`src/rtl/uart_word_assembler.sv`:
```
// Packs each group of four UART receive bytes into a 32-bit word behind a valid/ready output buffer.
// Optional inter-byte idle timeout is built only when WORD_TIMEOUT_EN is defined.
`timescale 1ns/1ps

module uart_word_assembler #(
    parameter int unsigned MSB_FIRST      = 1,
    parameter logic [31:0] TIMEOUT_CYCLES = 32'd5_000_000
) (
    input  logic        Clk,
    input  logic        Rst_n,
    input  logic [7:0]  RxData,
    input  logic        RxDone,
    output logic [31:0] word_out,
    output logic        word_valid,
    input  logic        word_ready,
    output logic [1:0]  byte_idx,
    output logic        overrun,
    output logic        timeout
);

    typedef enum logic {
        S_IDLE    = 1'b0,
        S_COLLECT = 1'b1
    } state_t;

    state_t      state;
    logic [23:0] partial;
    logic [31:0] full_word;
    logic        accept;

    if (TIMEOUT_CYCLES < 32'd2) begin : g_bad_timeout
        $error("TIMEOUT_CYCLES must be at least 2");
    end

    // partial holds earlier bytes in arrival order: {b0, b1, b2}
    assign full_word = (MSB_FIRST != 0) ? {partial, RxData}
                                        : {RxData, partial[7:0], partial[15:8], partial[23:16]};

    // Handshake: a word transfers on any edge where word_valid && word_ready; word_out holds
    // while word_valid && !word_ready, and a completed word may reload the buffer on the very
    // edge it is being consumed.
    assign accept = !word_valid || word_ready;

`ifdef WORD_TIMEOUT_EN
    logic [31:0] idle_cnt;
    logic        timeout_q;
    assign timeout = timeout_q;
`else
    assign timeout = 1'b0;
`endif

    always_ff @(posedge Clk or negedge Rst_n) begin
        if (!Rst_n) begin
            state      <= S_IDLE;
            byte_idx   <= 2'd0;
            partial    <= 24'd0;
            word_out   <= 32'd0;
            word_valid <= 1'b0;
            overrun    <= 1'b0;
`ifdef WORD_TIMEOUT_EN
            idle_cnt   <= 32'd0;
            timeout_q  <= 1'b0;
`endif
        end else begin
            overrun <= 1'b0;
`ifdef WORD_TIMEOUT_EN
            timeout_q <= 1'b0;
`endif
            if (word_valid && word_ready) begin
                word_valid <= 1'b0;
            end
            case (state)
                S_IDLE: begin
`ifdef WORD_TIMEOUT_EN
                    idle_cnt <= 32'd0;
`endif
                    if (RxDone) begin
                        partial  <= {16'd0, RxData};
                        byte_idx <= 2'd1;
                        state    <= S_COLLECT;
                    end
                end
                S_COLLECT: begin
                    if (RxDone) begin
`ifdef WORD_TIMEOUT_EN
                        idle_cnt <= 32'd0;
`endif
                        if (byte_idx == 2'd3) begin
                            state    <= S_IDLE;
                            byte_idx <= 2'd0;
                            partial  <= 24'd0;
                            if (accept) begin
                                word_out   <= full_word;
                                word_valid <= 1'b1;
                            end else begin
                                overrun <= 1'b1;
                            end
                        end else begin
                            partial  <= {partial[15:0], RxData};
                            byte_idx <= byte_idx + 2'd1;
                        end
                    end
`ifdef WORD_TIMEOUT_EN
                    // A byte in the terminal-count cycle takes priority over the timeout.
                    else if (idle_cnt == TIMEOUT_CYCLES - 32'd1) begin
                        state     <= S_IDLE;
                        byte_idx  <= 2'd0;
                        partial   <= 24'd0;
                        idle_cnt  <= 32'd0;
                        timeout_q <= 1'b1;
                    end else begin
                        idle_cnt <= idle_cnt + 32'd1;
                    end
`endif
                end
                default: state <= S_IDLE;
            endcase
        end
    end

endmodule

```
`config.mk`:
```
export PLATFORM = sky130hd
export DESIGN_NAME = uart_word_assembler
export DESIGN_NICKNAME = d
export VERILOG_FILES = /design/src/rtl/uart_word_assembler.sv
export SDC_FILE = /design/constraint.sdc
export NUM_CORES = 1
export LEC_CHECK = 0
export BUFFER_PORTS_ARGS = -buffer_cell sky130_fd_sc_hd__buf_2
export CAP_MARGIN = 15
export CORE_ASPECT_RATIO = 1.25
export CORE_UTILIZATION = 45
export DETAILED_ROUTE_END_ITERATION = 12
export PLACE_DENSITY = 0.67
export SYNTH_ARGS = -nofsm -noshare
export SYNTH_HDL_FRONTEND = slang
export SYNTH_SLANG_ARGS = --single-unit
```
`constraint.sdc`:
```
create_clock -name Clk -period 1.9 [get_ports Clk]
set_input_delay 0 -clock Clk [delete_from_list [all_inputs] [get_ports Clk]]
set_output_delay 0 -clock Clk [all_outputs]
set_load 0.05 [all_outputs]
```
After elaboration in Yosys (flattened, before gate mapping)
Cells that the tools add are included.
Widths: inputs -> output; s select.
{ "totals": {"output_inout_bits": 37, "inputBits": 12, "register_bits": 61} }
{ "classes": {"n_addsub": 1, "bitwise_logic": 1, "mux": 21, "reduce_logical": 5, "n_eq_ne": 3} }
{ "ops": {"columns": ["cell", "count"], "rows": [
  ["$mux 24", 3],
  ["$pmux 24 s2", 1],
  ["$mux 1", 12],
  ["$mux 2", 3],
  ["$ne 2x2->1 const B", 2],
  ["$pmux 2 s2", 1],
  ["$reduce_and 4->1", 1],
  ["$add 2x1->2 const B", 1],
  ["$eq 2x2->1 const B", 1],
  ["$pmux 1 s2", 1],
  ["$reduce_and 2->1", 1],
  ["$logic_and 1x1->1", 1],
  ["$logic_not 1->1", 1],
  ["$logic_or 1x1->1", 1],
  ["$not 1->1", 1]
]} }

Longest topological paths before layout
{ "logic_depth": {"depth_word": 6, "depth_mapped": 7, "mapped_depth_nobuf": 4} }

Least setup slack after synthesis
OpenSTA, ideal clock, no wires.
{ "synth_path": {"kind": "flip-flop to flip-flop", "start": "register byte_idx[0]", "end": "register word_out[0]", "period_less_slack_ps": 2000, "slack_ps": -100, "path_buffers": 3, "arrival_time_ps": 1875, "stages_incl_launch_ff": 8, "required_time_ps": 1775, "cell_sequence": "dfrtp_1 -> ha_1 -> and3_1 -> buf_6 -> and2_1 -> buf_6 -> buf_6 -> mux2_4"} }
{ "synth_via": {"elab_chain_len": 2} }
{ "synth_rtl": {"columns": ["element", "line", "text"], "rows": [
  ["start: declaration", "16", "output logic [1:0] byte_idx,"],
  ["start signal: assignment", "100", "byte_idx <= byte_idx + 2'd1;"],
  ["$eq 2x2->1", "88", "if (byte_idx == 2'd3) begin"],
  ["$reduce_and 4->1 (no source line)", null, null],
  ["end signal: assignment", "93", "word_out <= full_word;"],
  ["end: declaration", "13", "output logic [31:0] word_out,"]
]} }
No other way between the ends.
A chain may end at the register's enable or synchronous reset.

Worst setup path in the final report
{ "layout_path": {"start": "register byte_idx[0]", "end": "register word_out[25]"} }
The elaborated chain is that of the path after synthesis.

==> impl_results.md <==
- Hold Slack: 0.136 ns
- Clock Power Share: 17.4%
- Number of remaining DRC errors: 0
- Comb pwr share: 45.0%
- Initial DRC Count: 98
- Tmin final: 1.76 ns
- Clk root buf: clkbuf_8
- N_diodes: 0
- Fmax: 0.569 GHz
- Period utilisation layout: 92.4%
- Skew final: 0.00648 ns
- Overall routing resource usage: 17.5%
- Crit start category: flip-flop
- Layout cells sized above 1: 45.5%
- MaxCap Viol Count: 0
- Sequential share of power: 37.5%
- Reg-to-Reg End: word_out[25]
- Slowest cell delay on critical path: 0.38 ns
- Pwr dens: 1930 mW/mm²
- Mean area per synthesized cell: 16.0 µm²
- Final worst setup slack: 0.144 ns
- DRT Pass-1 Iters: 4
- Crit path max-delay cell type: dfrtp_2
- Outcome: complete, no violations
- Kind of critical path: reg -> reg
- Critical-path cell list: ha_1 -> and3_1 -> and2_2 -> buf_4 -> mux2_2
- Via density: 5.03
- Net Sw Frac: 43.0%
- Largest net degree at the start of global routing: 30
- GRT Residual Overflow: 0
- RR Startpoint: byte_idx[0]
- I/O Buffers: 47
- CP max FO: 22
- Worst-case clock buffer depth: 2
- Ys Warns: 0
- Largest delay share family, worst path: flip-flops
- Vias in the first global route: 1486
- Clock buffer count from CTS: 9
- Initial antenna violation count: 0
- Synth area leader: dfrtp_1
- Ports: 49
- Flops & latches, synth: 61
- Worst Path Arrival: 1.98 ns
- Max-slew violations: 0
- Post-Route Utilization: 58.2%
- Reg2reg setup slack: 0.14 ns
- Final nets: 230
- DP Worst Slack: 0.172 ns
- GPL Wtd Cong: 0.869
- Maximum VDD drop: 0.985 mV
- Area Overhead vs Synth: 23.4%
- Endpoints failing setup: 0
- Worst EP required: 2.12 ns
- TritonCTS clock tree: yes
- Die Area: 0.00566 mm²
- Leak Pwr: 1.53 nW
- Global-route wire length before repair: 7.22 mm
- CTS clk-pin slew, worst paths: 0.06 ns
- Critical path buffer and inverter count: 1
- Die W: 67.5 µm
- Commonest cells in the synthesized netlist: 61 x dfrtp_1, 30 x mux2_4, 16 x a22o_1
- Internal power: 3.27 mW
- Row cnt: 29
- DP Wirelength: 2.97 mm
- Synth cell types: 21
- EDFF count, synth: 0
- Vias: 1428
- Antenna Nets Post-Route: 0
- Per-cell routed wire length: 15.0 µm
- Fin Setup TNS: 0 ns
- Seq/Total Area, Yosys: 63.2%
- Core ar.: 0.00512 mm²
- Post-synth ARST share: 100%
- Clk Latency, worst-skew pair: 0.33 ns
- Initial core utilization: 47.2%
- RSZ-0062 raised after global routing: false
- Synth Net Count: 164
- Fin. Hold Viols: 0
- Top cells by area, synth: dfrtp_1 63%, mux2_4 19%, a22o_1 5.8%
- Synth Instances: 151
- Post-synth top area share: 63.2%
- CTS H-tree lvls: 3
- R2R cell count: 5
- Switch Pwr: 2.47 mW
- Most common cell in the netlist: dfrtp_1
- Die height: 83.9 µm
- Clk sinks: 61
- Hold crit path type: in -> async
- Total power: 5.75 mW
- Area of the mapped netlist: 0.00241 mm²
- Worst setup EP type: flip-flop
- Post-Route WL: 4.25 mm
- Main synth FF type: dfrtp_1
[flip-flops by register name, indices dropped and copies added (netlist names)]
name / cells
word_out: 32
partial: 24
byte_idx: 2
overrun: 1
state: 1
word_valid: 1
[cells in the final DEF (no fill, tap or decap)]
master / instances
a22o_1: 16
and2_2: 1
and3_1: 1
buf_2: 47
buf_4: 7
clkbuf_1: 4
clkbuf_8: 11
clkinv_1: 1
clkinv_2: 1
conb_1: 1
dfrtp_1: 59
dfrtp_2: 2
dlygate4sd3_1: 10
ha_1: 1
inv_1: 1
mux2_2: 2
mux2_4: 30
mux2i_1: 8
nand2_1: 3
nand2b_1: 1
nand3_1: 1
nor2_1: 12
o21ai_0: 1
o2bb2ai_1: 1
[per-layer routing]
layer	part of all wire (%)	global-route usage, %
met2	47	24.1
met3	3.6	4.10
met4	2.8	11.0
met5	0	0
met1	46	24.3
[what timing repair did]
action,in CTS,in global routing
setup buffers,0,0
hold endpoints to repair,36,0
hold buffers,10,0
resized for setup,0,0
endpoints found under the setup margin,0,0
[how the worst max path moves through the flow]
stage                      from      endpoint  slack [ns]  depth (start not counted)
global route        byte_idx[0]  word_out[25]        0.03                          5
global placement    byte_idx[0]  word_out[26]        0.22                          5
floorplan           byte_idx[0]   word_out[0]        0.03                          7
CTS                 byte_idx[0]  word_out[25]        0.14                          5
detailed placement  byte_idx[0]  word_out[26]        0.17                          5
finish              byte_idx[0]  word_out[25]        0.14                          5
[logic make-up after synthesis]
group           synth area share (%)
fa+ha+maj                      0.518
buf+inv                         3.47
compound gates                  6.38
simple gates                    3.32
flops                           63.2
other cells                    0.155
mux                             22.9
[metrics by stage]
| step | instance area (µm²) | instances |
|---|---|---|
| floorplan | 2420 | 151 |
| global placement | 2710 | 258 |
| detailed placement | 2710 | 258 |
| CTS | 2980 | 284 |
| global route | 2980 | 284 |
| finish | 2980 | 284 |
[final cells by class]
| class | instances | area [µm²] |
|---|---|---|
| Clock buffer | 15 | 166 |
| Fill cell | 408 | 2140 |
| Multi-Input combinational cell | 79 | 805 |
| Timing Repair Buffer | 64 | 388 |
| Tap cell | 62 | 77.6 |
| Clock inverter | 1 | 5.00 |
| Inverter | 2 | 7.51 |
| Sequential cell | 61 | 1530 |
[power groups by stage]
stage / Clock, mW / Sequential, mW / Combinational, mW
2_1_floorplan: 0 / 3.32 / 0.875
5_1_grt: 1.10 / 2.23 / 2.72
4_1_cts: 1.02 / 2.16 / 2.61
3_3_place_gp: 0 / 2.14 / 2.56
6_report: 1.00 / 2.15 / 2.59
3_5_place_dp: 0 / 2.18 / 2.59
No activity file was read; power rests on OpenSTA's default activity.
